## src/rtl/stripe_arbiter.sv

```systemverilog
// ---------------------------------------------------------------------------
// stripe_arbiter
//
// Round-robin burst arbiter that shares the byte-striping lane pair between
// two first-word-fall-through byte sources. A grant lasts up to MAX_BURST
// bytes. The first byte of every burst is placed on lane 0, so byte pairs
// across the two lanes always belong to the same source. The lane-phase
// toggle is exported so the downstream striper can steer each byte.
//
// Ports
//   clk_2f     in   byte-rate clock, rising edge
//   reset      in   asynchronous, active-low reset
//   req0/req1  in   source has a head byte available (FIFO not empty)
//   data0/1    in   source head byte, valid while its req is high
//   pop0/pop1  out  consume the source head byte this cycle (combinational)
//   data_out   out  byte to striper (registered)
//   valid_out  out  data_out valid (registered)
//   phase      out  lane of the current data_out: 0 = lane 0, 1 = lane 1
//   grant      out  one-hot current owner, 00 when idle
// ---------------------------------------------------------------------------
module stripe_arbiter #(
    parameter int BW        = 8,
    parameter int MAX_BURST = 4
) (
    input  logic          clk_2f,
    input  logic          reset,
    input  logic          req0,
    input  logic [BW-1:0] data0,
    output logic          pop0,
    input  logic          req1,
    input  logic [BW-1:0] data1,
    output logic          pop1,
    output logic [BW-1:0] data_out,
    output logic          valid_out,
    output logic          phase,
    output logic [1:0]    grant
);

    localparam int CW = $clog2(MAX_BURST) + 1;

    typedef enum logic [1:0] {
        IDLE  = 2'd0,
        ALIGN = 2'd1,
        BURST = 2'd2
    } state_t;

    state_t          state_reg, state_next;
    logic            owner_reg, owner_next;     // 0 = source 0, 1 = source 1
    logic            ptr_reg, ptr_next;         // last-served source
    logic [CW-1:0]   count_reg, count_next;     // bytes popped in this burst
    logic            phase_reg;
    logic [BW-1:0]   data_out_reg;
    logic            valid_out_reg;

    // Per-source views so the owner can index them directly.
    logic [1:0]      req_vec;
    logic [BW-1:0]   data_vec [2];
    logic [1:0]      pop_vec;
    logic            pop_any;
    logic            req_owner;
    logic [1:0]      grant_int;
    logic [CW-1:0]   count_inc;

    assign req_vec     = {req1, req0};
    assign data_vec[0] = data0;
    assign data_vec[1] = data1;

    genvar gi;
    generate
        for (gi = 0; gi < 2; gi++) begin : g_src
            // Only the current owner can ever be popped.
            assign pop_vec[gi] = pop_any && (owner_reg == 1'(gi));
        end
    endgenerate

    assign pop0      = pop_vec[0];
    assign pop1      = pop_vec[1];
    assign req_owner = req_vec[owner_reg];
    assign count_inc = count_reg + 1'b1;

    // -----------------------------------------------------------------------
    // Next-state and pop logic
    // -----------------------------------------------------------------------
    always_comb begin
        state_next = state_reg;
        owner_next = owner_reg;
        ptr_next   = ptr_reg;
        count_next = count_reg;
        pop_any    = 1'b0;
        grant_int  = 2'b00;

        case (state_reg)
            IDLE: begin
                if (|req_vec) begin
                    // On contention the source that was not served last wins;
                    // otherwise the single requester wins.
                    owner_next = (req_vec == 2'b11) ? ~ptr_reg : req_vec[1];
                    state_next = ALIGN;
                end
            end

            ALIGN: begin
                grant_int = owner_reg ? 2'b10 : 2'b01;
                if (!req_owner) begin
                    // Owner withdrew before its first byte: nothing was served,
                    // so the round-robin pointer is left alone.
                    state_next = IDLE;
                end else if (phase_reg) begin
                    // Popping on phase 1 places the registered byte on lane 0.
                    pop_any    = 1'b1;
                    count_next = CW'(1);
                    state_next = BURST;
                end
            end

            BURST: begin
                grant_int = owner_reg ? 2'b10 : 2'b01;
                if (req_owner) begin
                    pop_any    = 1'b1;
                    count_next = count_inc;
                    if (count_inc == CW'(MAX_BURST)) begin
                        state_next = IDLE;
                        ptr_next   = owner_reg;
                        count_next = '0;
                    end
                end else begin
                    // Source ran dry: end the burst short with no pad byte.
                    state_next = IDLE;
                    ptr_next   = owner_reg;
                    count_next = '0;
                end
            end

            default: begin
                state_next = IDLE;
                count_next = '0;
            end
        endcase
    end

    // -----------------------------------------------------------------------
    // State, lane phase and output register
    // -----------------------------------------------------------------------
    always_ff @(posedge clk_2f or negedge reset) begin
        if (!reset) begin
            state_reg     <= IDLE;
            owner_reg     <= 1'b0;
            ptr_reg       <= 1'b1;           // source 0 wins the first contest
            count_reg     <= '0;
            phase_reg     <= 1'b0;
            data_out_reg  <= '0;
            valid_out_reg <= 1'b0;
        end else begin
            state_reg     <= state_next;
            owner_reg     <= owner_next;
            ptr_reg       <= ptr_next;
            count_reg     <= count_next;
            phase_reg     <= ~phase_reg;     // free-running lane toggle
            valid_out_reg <= pop_any;
            if (pop_any) begin
                data_out_reg <= data_vec[owner_reg];
            end
        end
    end

    assign data_out  = data_out_reg;
    assign valid_out = valid_out_reg;
    assign phase     = phase_reg;
    assign grant     = grant_int;

endmodule

```

## config.mk

```make
export PLATFORM = sky130hd
export DESIGN_NAME = stripe_arbiter
export DESIGN_NICKNAME = d
export VERILOG_FILES = /design/src/rtl/stripe_arbiter.sv
export SDC_FILE = /design/constraint.sdc
export NUM_CORES = 1
export LEC_CHECK = 0
export CAP_MARGIN = 20
export CORE_ASPECT_RATIO = 1.4
export CORE_MARGIN = 2
export CORE_UTILIZATION = 48
export DETAILED_ROUTE_END_ITERATION = 10
export PLACE_DENSITY = 0.94
export SLEW_MARGIN = 0
export SYNTH_ARGS = -nofsm -noshare
export SYNTH_HDL_FRONTEND = slang
export SYNTH_SLANG_ARGS = --single-unit
```

## constraint.sdc

```tcl
create_clock -name clk_2f -period 5.63 [get_ports clk_2f]
set_clock_uncertainty 0.05 [all_clocks]
set_input_delay 0.8445 -clock clk_2f [delete_from_list [all_inputs] [get_ports clk_2f]]
set_output_delay 0.8445 -clock clk_2f [all_outputs]
set_load 0.05 [all_outputs]
```

==> results of run 1 <==
==> power by group <==
| group | switching [mW] | leakage (nW) | internal (mW) |
|---|---|---|---|
| Sequential | 0.0414 | 0.209 | 0.170 |
| Combinational | 0.264 | 0.375 | 0.200 |
| Clock | 0.0397 | 0.0177 | 0.0265 |
==> cell usage in the layout, fill, tap and decap left out, drive strengths merged <==
cell            n
dfrtp          16
nand2           8
a211o           1
a31o            1
a21oi           2
inv             6
and2            4
nor2            4
nand2b          1
o21ai           3
ha              6
a32oi           1
nor4b           1
clkdlybuf4s50  33
nor3            1
a32o            2
a22o            1
o31ai           1
mux2           19
dfstp           1
or3             1
nor2b           1
mux2i           1
xor2            1
clkinv          1
clkbuf          3
==> stage by stage <==
step | hold slack (ps) | setup WS, ps
after global placement | 438 | 2320
after floorplan | 441 | 2730
after CTS | 469 | 2290
after global routing | 495 | 2200
after detailed placement | 442 | 2300
final | 466 | 2280
==> final cells by class <==
| type | count | area [um^2] |
|---|---|---|
| Multi-Input combinational cell | 60 | 520 |
| Tap cell | 21 | 26.3 |
| Clock buffer | 3 | 22.5 |
| Sequential cell | 17 | 427 |
| Inverter | 6 | 22.5 |
| Timing Repair Buffer | 33 | 330 |
| Fill cell | 151 | 596 |
| Clock inverter | 1 | 5.00 |
==> synthesized netlist by cell type <==
cell                       instances
sky130_fd_sc_hd__xor2_1            1
sky130_fd_sc_hd__nand2_1           8
sky130_fd_sc_hd__nor4b_1           1
sky130_fd_sc_hd__nand2b_1          1
sky130_fd_sc_hd__buf_4             1
sky130_fd_sc_hd__o31ai_1           1
sky130_fd_sc_hd__nor2_1            4
sky130_fd_sc_hd__o21ai_2           1
sky130_fd_sc_hd__clkbuf_1          1
sky130_fd_sc_hd__a211o_1           1
sky130_fd_sc_hd__o21ai_0           2
sky130_fd_sc_hd__dfstp_2           1
sky130_fd_sc_hd__mux2_4            3
sky130_fd_sc_hd__a31o_2            1
sky130_fd_sc_hd__a21oi_1           2
sky130_fd_sc_hd__a32o_1            2
sky130_fd_sc_hd__a32oi_2           1
sky130_fd_sc_hd__inv_1             6
sky130_fd_sc_hd__nor2b_1           1
sky130_fd_sc_hd__and2_1            4
sky130_fd_sc_hd__a22o_1            1
sky130_fd_sc_hd__mux2i_1           1
sky130_fd_sc_hd__buf_6             1
sky130_fd_sc_hd__nor3_1            1
sky130_fd_sc_hd__dfrtp_1          16
sky130_fd_sc_hd__or3_1             1
sky130_fd_sc_hd__ha_1              6
sky130_fd_sc_hd__mux2_2           16
==> cells by family (layout without fill, tap and decap cells) <==
family                     after synthesis  in the layout  share of synthesized area
muxes                                   20             20                      0.237
AOI/OAI and AO/OA                       12             12                     0.0996
xor gates and xnor gates                 1              1                    0.00883
DFF                                     17             17                      0.430
and+or+nand+nor                         21             21                      0.103
adders and majority gates                6              6                     0.0757
buffers and inverters                    9             43                     0.0454
==> worst max-delay path, delay by kind of cell <==
family | cells | cell delay [ps]
buffers and inverters | 3 | 1440
and+or+nand+nor | 1 | 170
==> worst paths after layout <==
check	start	end	slack, ps	cells past startpoint
max	req0	pop0	2280	4
min	data_out[1]	data_out[1]	470	1
max reg2reg	state_reg[1]	data_out[5]	3520	6
min reg2reg	data_out[1]	data_out[1]	470	1
max in group asynchronous	reset	count_reg[2]	4120	1
min in group asynchronous	reset	data_out[0]	930	1
==> per-layer routing <==
metal  track usage  vias up
met5             0        -
met4         0.129        0
met3        0.0312        6
met2         0.367       23
met1         0.191      367
li1              -      369
==> results, run 1 <==
- The number of distinct library cells after synthesis is 28.
- In this run the static leakage power is 0.601 nW.
- The number of optimization iterations in the first detailed-route pass is 4.
- The DRC violation count after routing is 0.
- The finished layout holds 141 standard cells, fillers aside.
- The routed design could run at a clock period as short as 3350 ps.
- The congestion estimate from routability-driven global placement came to 0.845.
- Of the cells placed in the final design, the portion with a size suffix greater than 1 is 0.225.
- Once placement completed, the tool counted placed cells totaling 137.
- The CTS tree is yes.
- IR analysis of the VDD net gives a maximum drop of 407 uV.
- For the worst setup path, the data arrival time is 2460 ps.
- Gates resized during post-CTS repair numbered 0.
- The top cell type by total area after synthesis is sky130_fd_sc_hd__dfrtp_1.
- The worst setup path is launched from a primary input.
- Traced cell by cell, the critical path runs through clkdlybuf4s50_1 > inv_1 > nor3_1 > clkdlybuf4s50_1.
- The via count of the first global-routing pass is 850.
- Counting stages on the worst path, the most repeated cell is sky130_fd_sc_hd__clkdlybuf4s50_1.
- The number of pins exceeding their max-slew limit in the final report is 0.
- Setup repair after global routing left no endpoint under its margin.
- The Yosys step of the flow raised 0 warnings.
- The total number of vias is 765.
- The share of synthesized area in the top cell type comes to 0.404.
- The residual overflow from global routing is 0.
- In this run the cell area measured after placement is 1330 um^2.
- The final cell utilization of the core is 0.694.
- Clock tree synthesis inserted a total of 3 buffers.
- The tightest slew margin relative to the limit is 0.498.
- After detailed routing, the total wire length is 2090 um.
- The biggest fanout along the worst timing path is 5.
- The first global-routing pass estimated 3530 um of wire.
- The accumulated negative setup slack is 0 ps.
- The number of buffer cells added on primary ports is 33.
- CTS built an H-tree with a depth of 1.
- When the netlist entered floorplanning its net count stood at 112.
- The CTS clock-pin slew for the worst setup and hold paths is 110 ps.
- The count of nets left with antenna violations after detail routing is 0.
- The area inside the core boundary is 1950 um^2.
- The mean cell area of the mapped netlist is 11.5 um^2.
- The floorplan step set the die height to 57.8 um.
- The type of element capturing the critical path is an output pin.
- The longest clock path from root to sink contains 2 buffers.
- The routed length on met1 is 793 um.
- Detailed placement finished with a half-perimeter wire length of 1660 um.
- Synthesis produced a netlist whose cell count is 86.
- The total chip power is 0.742 mW.
- In this run the worst hold path is classified as reg2reg.
- The ratio of final minimum period to clock period is 0.595.
- The number of antenna violations at the first check in global routing is 0.
- At the pin with the least slew margin, the transition time is 750 ps.
- The flow ran to the end, and the final reports show no timing, DRC or antenna violations.
- The horizontal die dimension is 42.4 um.
- The final count of negative-setup-slack endpoints is 0.
- The data required time of the critical path is 4740 ps.
- Sorting the synthesized cells by area gives the leading types as sky130_fd_sc_hd__dfrtp_1 (40%), sky130_fd_sc_hd__mux2_2 (18%), sky130_fd_sc_hd__ha_1 (7.6%).
- Summed over all nets, wire length on met2 after detailed routing comes to 1150 um.
- On the worst path, the slowest cell contributes a delay of 830 ps.
- The routed wire length on met3 is 80 um.
- 34 I/O pins were placed.
- The final design instance area without fill is 1350 um^2.
- The floorplan has 19 rows.
- The repair_antennas step left the layout with diodes totalling 0.
- In the final design database the tool counted 147 nets.
- The register with the most flip-flops in the layout has 8 of them.
- The highest layer used for signal routing is met4.
- The number of synthesized register bits is 17.
- The setup path with the least slack is of type in2out.
- For this design the ratio of total power to cell area is 548 nW/um^2.
- The initial standard-cell utilization of the core is 0.509.
- For this design, the CTS-stage hold fixing added 0 buffers.
- The first routing iteration left 11 violations.
- The full die area is 2450 um^2.
- In the routed layout, each cell is associated on average with a via count of 5.43.
- The number of failing hold endpoints at the final stage came to 0.
- The total global routing track utilization is 0.195.
- From synthesis to final layout, the design area changed by 36.4%.
- The number of setup buffers added after CTS is 0.
- The clock net sink count is 17.
- The cell area after technology mapping is 992 um^2.
- The average routed wire per standard cell is 14.8 um.
- The largest net degree at the start of global routing is 18.
- The clock network latency to the later pin of the worst-skew pair is 300 ps.
- The timing-limited maximum frequency is 298 MHz.
- The proportion of synthesized chip area in sequential cells is 0.430.
- The number of violations of the max-capacitance limit is 0.
- The root buffer cell is sky130_fd_sc_hd__clkbuf_4.
- On the critical path, the stage with the largest delay is an instance of sky130_fd_sc_hd__clkdlybuf4s50_1.
No activity file was read; power rests on OpenSTA's default activity.
==> run 2: changes to the inputs <==
- CORE_UTILIZATION: 48 -> 44
- PLACE_DENSITY: 0.94 -> 0.88
- clock period: 5.63 -> 3.15 ns (I/O delays scaled with it)
==> run 2 against run 1 <==
  * Combinational power grew 79%
  * Register-to-register slack lost 2600 ps
  * Global-route usage decreased by 0.91 points
  * Setup slack got worse by 2000 ps
  * Hold slack about the same
  * Sequential share of layout area is the same
==> results, run 2 (synthesis gave the netlist of run 1 again) <==
- Run status: completed (unchanged).
- The count of fill cells added during filler insertion came to 178 (was 151).
- The clock network latency to the later pin of the worst-skew pair is 300 ps (about the same).
- The half-perimeter wire length after placement is 1650 um (was 1660 um).
- The flip-flop count of the largest register, all copies and words added is 8 (unchanged).
- The residual overflow from global routing is 0 (unchanged).
- The number of optimization iterations in the first detailed-route pass is 4 (unchanged).
- The endpoint with the worst hold slack is data_out[4] (was data_out[1]).
- The number of violations of the max-capacitance limit is 0 (unchanged).
- The number of cells upsized or downsized after cts is 0 (unchanged).
- The total number of nets in the final design is 147 (unchanged).
- The data arrival time of the worst path is 2370 ps (was 2460 ps).
- The critical register-to-register path endpoint is data_out[3] (was data_out[5]).
- The biggest fanout along the worst timing path is 3 (was 5).
- The number of cells in the design after placement is 138 (was 137).
- The number of rows in the core area is 20 (was 19).
- The via count of the first global-routing pass is 809 (was 850).
- The accumulated negative setup slack is 0 ps (unchanged).
- The post-synthesis to final-layout area growth is 36.4% (unchanged).
- The horizontal die dimension is 44.1 um (was 42.4 um).
- The final count of negative-setup-slack endpoints is 0 (unchanged).
- The tightest slew margin relative to the limit is 0.479 (was 0.498).
- The clock net sink count came to 17 (unchanged).
- The root buffer cell is sky130_fd_sc_hd__clkbuf_4 (unchanged).
- The worst setup path category is reg2out (was in2out).
- The number of failing hold endpoints at the final stage came to 0 (unchanged).
- The count of nets left with antenna violations after detail routing is 0 (unchanged).
- The count of antenna diodes in the layout is 0 (unchanged).
- The number of setup buffers added after CTS is 0 (unchanged).
- The average vias per placed instance came to 5.51 (was 5.43).
- The final cell utilization of the core is 0.629 (was 0.694).
- The leakage component of the power came to 0.599 nW (was 0.601 nW).
- The CTS tree is yes (unchanged).
- Leading cell types in the layout, fill and taps excluded: sky130_fd_sc_hd__clkdlybuf4s50_1 (33), sky130_fd_sc_hd__mux2_2 (16), sky130_fd_sc_hd__dfrtp_1 (16) (unchanged).
- The register-to-register path setup slack is 960 ps (was 3520 ps).
- The total global routing track utilization is 0.186 (was 0.195).
- The maximum clock insertion buffer count was 2 (unchanged).
- The number of stages on the worst hold path is 1 (unchanged).
- The kind of start point of the critical path was a register (was primary input).
- The ratio of total power to cell area is 983 nW/um^2 (was 548 nW/um^2).
- The launch instance of the worst register-to-register path is state_reg[1] (unchanged).
- The final RePlAce weighted congestion is 0.819 (was 0.845).
- Unrepaired setup endpoints after global routing: no (unchanged).
- The depth of the worst register-to-register path is 6 (unchanged).
- The average routed wire per standard cell was 15.0 um (was 14.8 um).
- The hold-fix buffer count after cts came to 0 (unchanged).
- The hold path startpoint was data_out[4] (was data_out[1]).
- The CTS clock-pin slew for the worst setup and hold paths is 100 ps (was 110 ps).
- The worst-margin pin slew is 779 ps (was 750 ps).
- The most common library cell in the layout ignoring fill and taps is sky130_fd_sc_hd__clkdlybuf4s50_1 (unchanged).
- The layout cell share with drive strength beyond 1 came to 0.217 (was 0.225).
- The area inside the core boundary is 2150 um^2 (was 1950 um^2).
- The DRC violation count after routing is 0 (unchanged).
- The worst min-delay path category is reg2reg (unchanged).
- The H-tree depth was 1 (unchanged).
- The largest net degree at the start of global routing was 18 (unchanged).
- The number of buffer cells added on primary ports was 33 (unchanged).
- The final cell count without fillers came to 142 (was 141).
- The global-route wire length before repair is 3510 um (was 3530 um).
- The total number of vias came to 782 (was 765).
- The maximum vdd drop is 487 uV (was 407 uV).
- Subtracting the final worst setup slack from the clock period gives 2890 ps.
- The number of pins exceeding their max-slew limit in the final report was 0 (unchanged).
- The routed wire length is 2130 um (was 2090 um).
- The full die area is 2660 um^2 (was 2450 um^2).
- Static timing analysis puts the maximum clock frequency at 346 MHz.
- The type of element capturing the critical path was an output pin (unchanged).
- The number of antenna violations at the first check in global routing is 0 (unchanged).
- Dividing the final minimum period by the clock period gives 0.918.
- The initial standard-cell utilization of the core was 0.461 (was 0.509).
- The die outline height was 60.2 um (was 57.8 um).
- The data required time of the critical path is 2630 ps (was 4740 ps).
- The number of design-rule violations left by the first detailed-router iteration is 10 (was 11).
- The number of buffers added by the clock tree synthesis step was 3 (unchanged).
- The I/O pin total is 34 (unchanged).
==> run 2: cell count changes in the layout (fill, tap and decap cells not counted) <==
cell / before / now
sky130_fd_sc_hd__clkbuf_1: 0 / 1
sky130_fd_sc_hd__clkinv_2: 1 / 0
==> run 2: critical path: stages, from the launching register on <==
cell	delay, ps
sky130_fd_sc_hd__dfrtp_1	420
sky130_fd_sc_hd__inv_1	130
sky130_fd_sc_hd__ha_1	230
sky130_fd_sc_hd__and2_1	180
sky130_fd_sc_hd__o21ai_0	140
sky130_fd_sc_hd__nor3_1	160
sky130_fd_sc_hd__clkdlybuf4s50_1	820
==> run 2: layer usage <==
metal | track usage | vias to the layer above | wire [um]
met1 | 0.200 | 376 | 815
li1 | - | 368 | -
met2 | 0.309 | 34 | 1120
met3 | 0.0423 | 4 | 131
met5 | 0 | - | 0
met4 | 0.143 | 0 | 61
==> run 2: per-stage QoR <==
stage / hold slack, ps / area (um^2) / setup slack (ps) / power [mW]
after global routing: 483 / 1350 / 87.3 / 1.42
after CTS: 469 / 1350 / 276 / 1.35
after floorplan: 127 / 992 / 620 / 0.987
after global placement: 435 / 1330 / 577 / 1.19
final: 466 / 1350 / 257 / 1.33
after detailed placement: 446 / 1330 / 551 / 1.22
==> run 2: area by class of cell <==
class                           instances  area [um^2]  area share
Timing Repair Buffer                   33          330       0.244
Tap cell                               22         27.5      0.0203
Clock buffer                            4         26.3      0.0194
Sequential cell                        17          427       0.315
Inverter                                6         22.5      0.0166
Multi-Input combinational cell         60          520       0.384
==> run 2: worst max path at each step <==
stage,start,to,cells after the start
2_1_floorplan,phase,pop0,3
3_3_place_gp,req0,pop0,4
3_5_place_dp,req0,pop0,4
4_1_cts,state_reg[1],pop0,6
5_1_grt,state_reg[1],pop0,6
6_report,state_reg[1],pop0,6
==> run 2: power breakdown <==
part | internal (mW) | switching, mW
sequential | 0.304 | 0.0748
clock | 0.0494 | 0.0702
combinational | 0.358 | 0.475
